[config.mk]
export PLATFORM = sky130hd
export DESIGN_NAME = instruction_loader
export DESIGN_NICKNAME = d
export VERILOG_FILES = /design/src/rtl/instruction_loader_pkg.sv /design/src/rtl/uart_rx_byte.sv /design/src/rtl/instruction_loader.sv
export SDC_FILE = /design/constraint.sdc
export NUM_CORES = 1
export LEC_CHECK = 0
export BUFFER_PORTS_ARGS = -buffer_cell sky130_fd_sc_hd__buf_2
export CELL_PAD_IN_SITES_DETAIL_PLACEMENT = 2
export CELL_PAD_IN_SITES_GLOBAL_PLACEMENT = 2
export CORE_ASPECT_RATIO = 1.5
export CORE_MARGIN = 2
export CORE_UTILIZATION = 40
export CTS_CLUSTER_DIAMETER = 40
export DETAILED_ROUTE_END_ITERATION = 8
export PLACE_DENSITY = 0.92
export SYNTH_ARGS = -nofsm -noshare
export SYNTH_HDL_FRONTEND = slang
export SYNTH_HIERARCHICAL = 1
export SYNTH_SLANG_ARGS = --single-unit
[constraint.sdc]
create_clock -name clock -period 4.1 [get_ports clock]
set_input_delay 0.205 -clock clock [delete_from_list [all_inputs] [get_ports clock]]
set_output_delay 0.205 -clock clock [all_outputs]
set_load 0.05 [all_outputs]
[src/rtl/instruction_loader_pkg.sv]
// Shared definitions for the UART program loader.
//   SYNC_BYTE      : frame start marker.
//   ERR_*          : values driven on err_code.
//   load_state_t   : frame FSM states (instruction_loader).
//   rx_state_t     : byte receiver states (uart_rx_byte).
// Optional feature macro used by the other files: LOADER_CHECKSUM_EN.
package instruction_loader_pkg;

  localparam logic [7:0] SYNC_BYTE = 8'hA5;

  localparam logic [1:0] ERR_NONE    = 2'd0;
  localparam logic [1:0] ERR_FRAME   = 2'd1;
  localparam logic [1:0] ERR_LEN     = 2'd2;
  localparam logic [1:0] ERR_TIMEOUT = 2'd3;

  typedef enum logic [2:0] {
    S_IDLE,
    S_LEN_H,
    S_LEN_L,
    S_DATA_H,
    S_DATA_L,
    S_CHECK
  } load_state_t;

  typedef enum logic [1:0] {
    RX_IDLE,
    RX_START,
    RX_DATA,
    RX_STOP
  } rx_state_t;

endpackage

[src/rtl/uart_rx_byte.sv]
// 8N1 serial byte receiver.
//   clock      : system clock, rising edge.
//   reset      : synchronous, active-low.
//   rx         : asynchronous serial input, idle high.
//   byte_valid : one-cycle strobe, rx_byte holds the received byte.
//   rx_byte    : last good byte (LSB received first).
//   frame_err  : one-cycle strobe, stop bit sampled low; byte discarded.
// Output semantics: byte_valid and frame_err are single-cycle strobes with
// no back-pressure; the consumer must act in the cycle they are high.
// Receiver state is held in the typed signal 'state' for observation.
module uart_rx_byte
  import instruction_loader_pkg::*;
#(
  parameter int CLKS_PER_BIT = 434
) (
  input  logic       clock,
  input  logic       reset,
  input  logic       rx,
  output logic       byte_valid,
  output logic [7:0] rx_byte,
  output logic       frame_err
);

  localparam logic [15:0] LAST_CNT = 16'(CLKS_PER_BIT - 1);
  localparam logic [15:0] HALF_CNT = 16'(CLKS_PER_BIT / 2 - 1);

  rx_state_t   state;
  rx_state_t   state_nx;
  logic        rx_meta;
  logic        rx_sync;
  logic        rx_prev;
  logic [15:0] cnt;
  logic [2:0]  bit_idx;
  logic [7:0]  shreg;
  logic        cnt_clr;
  logic        shift_en;
  logic        stop_ok;
  logic        stop_bad;

  always_ff @(posedge clock) begin
    if (!reset) state <= RX_IDLE;
    else        state <= state_nx;
  end

  always_comb begin
    state_nx = state;
    cnt_clr  = 1'b0;
    shift_en = 1'b0;
    stop_ok  = 1'b0;
    stop_bad = 1'b0;
    case (state)
      RX_IDLE: begin
        cnt_clr = 1'b1;
        // Edge detect rather than level: after a framing error the line may
        // still be low, and that must not start a new byte.
        if (rx_prev && !rx_sync) state_nx = RX_START;
      end
      RX_START: begin
        if (cnt == HALF_CNT) begin
          cnt_clr  = 1'b1;
          // Line back high at mid start bit: a glitch, not a start bit.
          state_nx = rx_sync ? RX_IDLE : RX_DATA;
        end
      end
      RX_DATA: begin
        if (cnt == LAST_CNT) begin
          cnt_clr  = 1'b1;
          shift_en = 1'b1;
          if (bit_idx == 3'd7) state_nx = RX_STOP;
        end
      end
      RX_STOP: begin
        if (cnt == LAST_CNT) begin
          cnt_clr  = 1'b1;
          state_nx = RX_IDLE;
          if (rx_sync) stop_ok  = 1'b1;
          else         stop_bad = 1'b1;
        end
      end
      default: state_nx = RX_IDLE;
    endcase
  end

  always_ff @(posedge clock) begin
    if (!reset) begin
      rx_meta    <= 1'b1;
      rx_sync    <= 1'b1;
      rx_prev    <= 1'b1;
      cnt        <= '0;
      bit_idx    <= '0;
      shreg      <= '0;
      rx_byte    <= '0;
      byte_valid <= 1'b0;
      frame_err  <= 1'b0;
    end else begin
      rx_meta    <= rx;
      rx_sync    <= rx_meta;
      rx_prev    <= rx_sync;
      cnt        <= cnt_clr ? 16'd0 : cnt + 16'd1;
      if (state == RX_IDLE) bit_idx <= '0;
      if (shift_en) begin
        shreg   <= {rx_sync, shreg[7:1]};
        bit_idx <= bit_idx + 3'd1;
      end
      byte_valid <= stop_ok;
      frame_err  <= stop_bad;
      if (stop_ok) rx_byte <= shreg;
    end
  end

endmodule

[src/rtl/instruction_loader.sv]
// UART-fed program loader: receives a framed image and writes it into the
// instruction memory write port, holding the core while a frame loads.
// Frame: A5, LEN_H, LEN_L, LEN x (hi, lo) [, CHK when LOADER_CHECKSUM_EN].
//   clock    : system clock, rising edge.
//   reset    : synchronous, active-low.
//   rx       : serial input, idle high, 8N1.
//   im_we    : one-cycle instruction memory write strobe.
//   im_addr  : write address (word index within the frame).
//   im_data  : write data {hi, lo}.
//   cpu_hold : high while a frame is in flight.
//   busy     : frame FSM not in IDLE.
//   done     : sticky, last frame loaded (and checksum matched if enabled).
//   error    : sticky, last frame aborted; err_code gives the cause.
//   err_code : 0 none, 1 stop bit, 2 bad length, 3 timeout / checksum.
// Macro LOADER_CHECKSUM_EN adds the trailing XOR checksum byte and the
// CHECK state; without it done rises the cycle after the last write.
// Frame FSM state is held in the typed signal 'state' for observation.
module instruction_loader
  import instruction_loader_pkg::*;
#(
  parameter int CLK_HZ       = 50000000,
  parameter int BAUD         = 115200,
  parameter int ADDR_W       = 10,
  parameter int TIMEOUT_BITS = 64
) (
  input  logic              clock,
  input  logic              reset,
  input  logic              rx,
  output logic              im_we,
  output logic [ADDR_W-1:0] im_addr,
  output logic [15:0]       im_data,
  output logic              cpu_hold,
  output logic              busy,
  output logic              done,
  output logic              error,
  output logic [1:0]        err_code
);

  localparam int          CLKS_PER_BIT = CLK_HZ / BAUD;
  localparam logic [31:0] TO_LAST      = 32'(TIMEOUT_BITS * CLKS_PER_BIT - 1);
  localparam logic [16:0] MAX_WORDS    = 17'(2 ** ADDR_W);

  logic              byte_valid;
  logic [7:0]        rx_byte;
  logic              frame_err;

  load_state_t       state;
  load_state_t       state_nx;
  logic [ADDR_W-1:0] addr;
  logic [15:0]       rem;
  logic [7:0]        len_h;
  logic [7:0]        hi_byte;
  logic [31:0]       idle_cnt;
  logic              fin_pend;
  logic [15:0]       len_word;
  logic              timeout;
  logic              start;
  logic              set_done;
  logic              set_err;
  logic [1:0]        err_val;
  logic              wr;
`ifdef LOADER_CHECKSUM_EN
  logic [7:0]        chk;
`endif

  uart_rx_byte #(
    .CLKS_PER_BIT(CLKS_PER_BIT)
  ) u_rx (
    .clock      (clock),
    .reset      (reset),
    .rx         (rx),
    .byte_valid (byte_valid),
    .rx_byte    (rx_byte),
    .frame_err  (frame_err)
  );

  assign busy = (state != S_IDLE);

  always_ff @(posedge clock) begin
    if (!reset) state <= S_IDLE;
    else        state <= state_nx;
  end

  always_comb begin
    state_nx = state;
    start    = 1'b0;
    set_done = 1'b0;
    set_err  = 1'b0;
    err_val  = ERR_NONE;
    wr       = 1'b0;
    len_word = {len_h, rx_byte};
    timeout  = (state != S_IDLE) && (idle_cnt == TO_LAST);
    if (state == S_IDLE) begin
      // Framing errors and non-sync bytes are ignored while hunting.
      if (byte_valid && rx_byte == SYNC_BYTE) begin
        start    = 1'b1;
        state_nx = S_LEN_H;
      end
    end else if (fin_pend) begin
      // Write cycle of the final word: finish as the strobe drops.
      set_done = 1'b1;
      state_nx = S_IDLE;
    end else if (byte_valid) begin
      // A byte in the same cycle as the timeout wins over it.
      case (state)
        S_LEN_H: state_nx = S_LEN_L;
        S_LEN_L: begin
          if (len_word == 16'd0 || {1'b0, len_word} > MAX_WORDS) begin
            set_err  = 1'b1;
            err_val  = ERR_LEN;
            state_nx = S_IDLE;
          end else begin
            state_nx = S_DATA_H;
          end
        end
        S_DATA_H: state_nx = S_DATA_L;
        S_DATA_L: begin
          wr = 1'b1;
          if (rem == 16'd1) begin
`ifdef LOADER_CHECKSUM_EN
            state_nx = S_CHECK;
`else
            state_nx = S_DATA_L;
`endif
          end else begin
            state_nx = S_DATA_H;
          end
        end
`ifdef LOADER_CHECKSUM_EN
        S_CHECK: begin
          state_nx = S_IDLE;
          if (rx_byte == chk) begin
            set_done = 1'b1;
          end else begin
            set_err = 1'b1;
            err_val = ERR_TIMEOUT;
          end
        end
`endif
        default: state_nx = S_IDLE;
      endcase
    end else if (frame_err) begin
      set_err  = 1'b1;
      err_val  = ERR_FRAME;
      state_nx = S_IDLE;
    end else if (timeout) begin
      set_err  = 1'b1;
      err_val  = ERR_TIMEOUT;
      state_nx = S_IDLE;
    end
  end

  always_ff @(posedge clock) begin
    if (!reset) begin
      im_we    <= 1'b0;
      im_addr  <= '0;
      im_data  <= '0;
      cpu_hold <= 1'b0;
      done     <= 1'b0;
      error    <= 1'b0;
      err_code <= ERR_NONE;
      addr     <= '0;
      rem      <= '0;
      len_h    <= '0;
      hi_byte  <= '0;
      idle_cnt <= '0;
      fin_pend <= 1'b0;
`ifdef LOADER_CHECKSUM_EN
      chk      <= '0;
`endif
    end else begin
      im_we <= wr;
      // im_addr captures the counter before it advances.
      if (wr) begin
        im_addr <= addr;
        im_data <= {hi_byte, rx_byte};
        addr    <= addr + ADDR_W'(1);
        rem     <= rem - 16'd1;
      end
`ifdef LOADER_CHECKSUM_EN
      fin_pend <= 1'b0;
`else
      fin_pend <= wr && (rem == 16'd1);
`endif
      if (byte_valid && state == S_LEN_H) len_h <= rx_byte;
      if (byte_valid && state == S_LEN_L) rem <= len_word;
      if (byte_valid && state == S_DATA_H) hi_byte <= rx_byte;
`ifdef LOADER_CHECKSUM_EN
      if (byte_valid && (state == S_LEN_H || state == S_LEN_L ||
                         state == S_DATA_H || state == S_DATA_L))
        chk <= chk ^ rx_byte;
`endif
      if (state == S_IDLE || byte_valid) idle_cnt <= '0;
      else                               idle_cnt <= idle_cnt + 32'd1;
      if (start) begin
        done     <= 1'b0;
        error    <= 1'b0;
        err_code <= ERR_NONE;
        addr     <= '0;
        cpu_hold <= 1'b1;
`ifdef LOADER_CHECKSUM_EN
        chk      <= '0;
`endif
      end
      if (set_done) begin
        done     <= 1'b1;
        cpu_hold <= 1'b0;
      end
      if (set_err) begin
        error    <= 1'b1;
        err_code <= err_val;
        cpu_hold <= 1'b0;
      end
    end
  end

endmodule
==> run_results.csv <==
group,metric,value,unit
placed_design,portBuffers,35,
power,p_clk_share,52.2,%
synthesis,ys_types,62,
global_routing,first_global_vias,6693,
die,die_w,109,um
placed_design,hpwl,14.1,mm
setup_path,arrival,3.13,ns
cts,holdBufCountCts,1,
finish,fin_cells,1012,
finish,syn_to_final_growth,13.5,%
power,p_switching,0.699,mW
global_routing,grt_antenna_before_repair,0,
sta,hold_viol,0,
sta,max_clock_freq,348,MHz
synthesis,netlist_top_cells_area,"dfxtp_1 (46%), nand2_1 (7.5%), a21oi_1 (6.0%), xor2_1 (4.4%), nor2_1 (3.6%)",
sta,rsz0062_at_grt,"no",
setup_path,path_cells,"or3b_4 > nor3b_4 > nand3_2 > or4_1 > nand3_1 > a21oi_1",
sta,drv_slew,0,
outcome,outcome,"finished clean",
die,ios,36,
cts,worstSkewPairLatency,0.44,ns
setup_path,cp_max_fo,22,
power,leakagePower,2.57,nW
synthesis,synth_top_area_share,46.1,%
cts,htree_levels,4,
global_routing,grt_pass1_wl,36.6,mm
synthesis,synth_nets,787,
synthesis,synthArstFlopShare,0,%
die,core,16200,um^2
cts,clockBufferDepth,2,
detailed_routing,drc,0,
synthesis,yosysTopAreaCell,"dfxtp_1",
synthesis,syn-instance-count,775,
synthesis,synth_ff_type,"dfxtp_1",
setup_path,start_kind,"register",
min_path,hold_class,"input pin to register",
synthesis,synth.cell_area,6600,um^2
cts,tritoncts,"built",
cts,cts_buffers,17,
global_routing,grt_max_degree,64,
finish,antenna_cells,0,
cts,clk_pin_slew,0.06,ns
synthesis,yosysWarnings,6,
power,p_int,2.55,mW
power,p_total,3.25,mW
synthesis,syn-mean-instance-area,8.52,um^2
power,p_seq_share,45.9,%
cts,ctsResizeCount,0,
sta,worst_slack,1.23,ns
cts,cts_setup_buffers,0,
detailed_routing,dr.pass1.iters,4,
sta,fin_skew,0.0131,ns
placed_design,gp_congestion,0.811,
detailed_routing,routedWlPerCell,22.6,um
sta,whs,0.213,ns
run,max-cap-violations,0,
setup_path,end_kind,"register",
power,p_per_area,433,nW/um^2
detailed_routing,viasPerCell,5.85,
die,die-area,17600,um^2
power,pwr-share-comb,1.9,%
cts,clock-sinks,152,
sta,finalCriticalPeriod,2.87,ns
global_routing,grt_util_all_layers,27.0,%
finish,drive_gt1_share,11.0,%
setup_path,crit_required,4.36,ns
power,switching_share,21.5,%
sta,worstMarginPinSlew,1.13,ns
sta,post-route-period-util,70.0,%
detailed_routing,ant_nets,0,
power,ir_worst_vdd,0.194,mV
sta,max_slew_margin,24.5,%
setup_path,slowest_stage,"nor3b_4",
placed_design,dp_slack,1.32,ns
synthesis,synth_enable_flop_cells,0,
detailed_routing,drt_iter0_markers,218,
finish,nets,805,
finish,fin_area,7500,um^2
synthesis,yosysSeqAreaShare,46.1,%
detailed_routing,drt-total-wl,22.9,mm
detailed_routing,dr_total_vias,5924,
sta,setup_viol,0,
global_routing,grt_overflow,0,
die,die_h,161,um
die,rows,57,
cts,cts_root_buf,"clkbuf_16",
synthesis,ys_ff_latch,152,
placed_design,place_area,6870,um^2
setup_path,slowest_delay,0.79,ns
sta,setup_tns,0,ns
finish,fin_util,46.3,%
setup_path,crit_type,"register to register",
placed_design,numPlacedInstances,979,
die,initial_core_util,40.8,%
cells in the mapped netlist, types with 2 or more instances:
cell / number
a211oi_1: 2
or4_1: 4
inv_1: 9
o21ai_0: 22
nor4_1: 12
clkbuf_1: 29
nand4_1: 21
inv_2: 2
and3_1: 11
nand3_2: 3
and2_1: 2
nor2b_1: 3
a21oi_1: 79
mux2i_1: 10
nor2_1: 63
nand2_1: 132
xor2_1: 33
o21a_1: 2
a211oi_2: 2
a221oi_1: 4
o211ai_1: 5
nor3b_1: 3
buf_2: 4
buf_6: 3
a32oi_1: 2
nor3_2: 2
a31oi_1: 6
nand4b_1: 3
nand2b_1: 6
buf_4: 2
o311ai_0: 4
xnor2_1: 16
or3_1: 12
nor3_1: 28
and4_1: 7
ha_1: 9
nand3_1: 40
dfxtp_1: 152
and4bb_2: 3
cell usage in the layout (no fill, tap or decap), types with 5 or more instances in the layout:
cell type / synthesis / final
and3_1: 11 / 11
and4_1: 7 / 7
o211ai_1: 5 / 5
nor2_1: 63 / 63
xor2_1: 33 / 33
nand2b_1: 6 / 6
or3_1: 12 / 12
ha_1: 9 / 9
xnor2_1: 16 / 16
buf_2: 4 / 35
clkbuf_16: 0 / 17
o21ai_0: 22 / 22
a31oi_1: 6 / 6
nand4_1: 21 / 21
a21oi_1: 79 / 79
nor4_1: 12 / 12
mux2i_1: 10 / 10
nor3_1: 28 / 27
clkbuf_1: 29 / 6
nand2_1: 132 / 132
dfxtp_1: 152 / 152
inv_1: 9 / 9
nand3_1: 40 / 40
power by group through the flow:
| stage | Clock [mW] | Combinational, mW | Sequential, mW |
|---|---|---|---|
| global route | 1.78 | 0.0687 | 1.49 |
| CTS | 1.71 | 0.0628 | 1.49 |
| detailed placement | 0 | 0.0602 | 1.52 |
| floorplan | 0 | 0.0447 | 1.52 |
| finish | 1.69 | 0.0628 | 1.49 |
| global placement | 0 | 0.0566 | 1.52 |
worst paths after layout:
kind | start | to | slack (ns) | cells after the start
max | state[2] | rem[10] | 1.23 | 6
min reg2reg | u_rx/rx_meta | u_rx/rx_sync | 0.42 | 1
min | reset | u_rx/rx_meta | 0.21 | 2
max reg2reg | state[2] | rem[10] | 1.23 | 6
registers in the layout, indices dropped and copies added, names as in the netlist, 8 cells and up, named ones only:
signal        count
idle_cnt         32
im_data          16
rem              16
u_rx/cnt         16
addr             10
im_addr          10
hi_byte           8
len_h             8
u_rx/rx_byte      8
u_rx/shreg        8
layout make-up:
class	instances	area (um^2)
clock buffers	25	475
clock inverters	7	141
fillers	1763	8690
inverters	11	41.3
multi-input cells	573	3340
flip-flops and latches	152	3040
well taps	206	258
repair buffers	38	200
metal layers:
layer  track usage [%]  routed length [um]
met5                 0                   0
met4              11.7                 682
met3              4.80                 619
met2              49.4               12400
met1              29.7                9180
critical path, delay by kind of cell (launching register included):
| kind | cells | cell delay (ns) |
|---|---|---|
| AND/OR/NAND/NOR | 5 | 2.15 |
| flip-flops | 1 | 0.45 |
| AO/OA/AOI/OAI | 1 | 0.08 |
kinds of logic after synthesis:
family	synth area share, %
xor gates and xnor gates	6.50
DFF	46.1
and+or+nand+nor	28.7
AOI/OAI and AO/OA	11.8
adders and majority gates	1.71
buffers and inverters	3.45
muxes	1.69
Note: power is estimated with default switching activity, not from simulation.
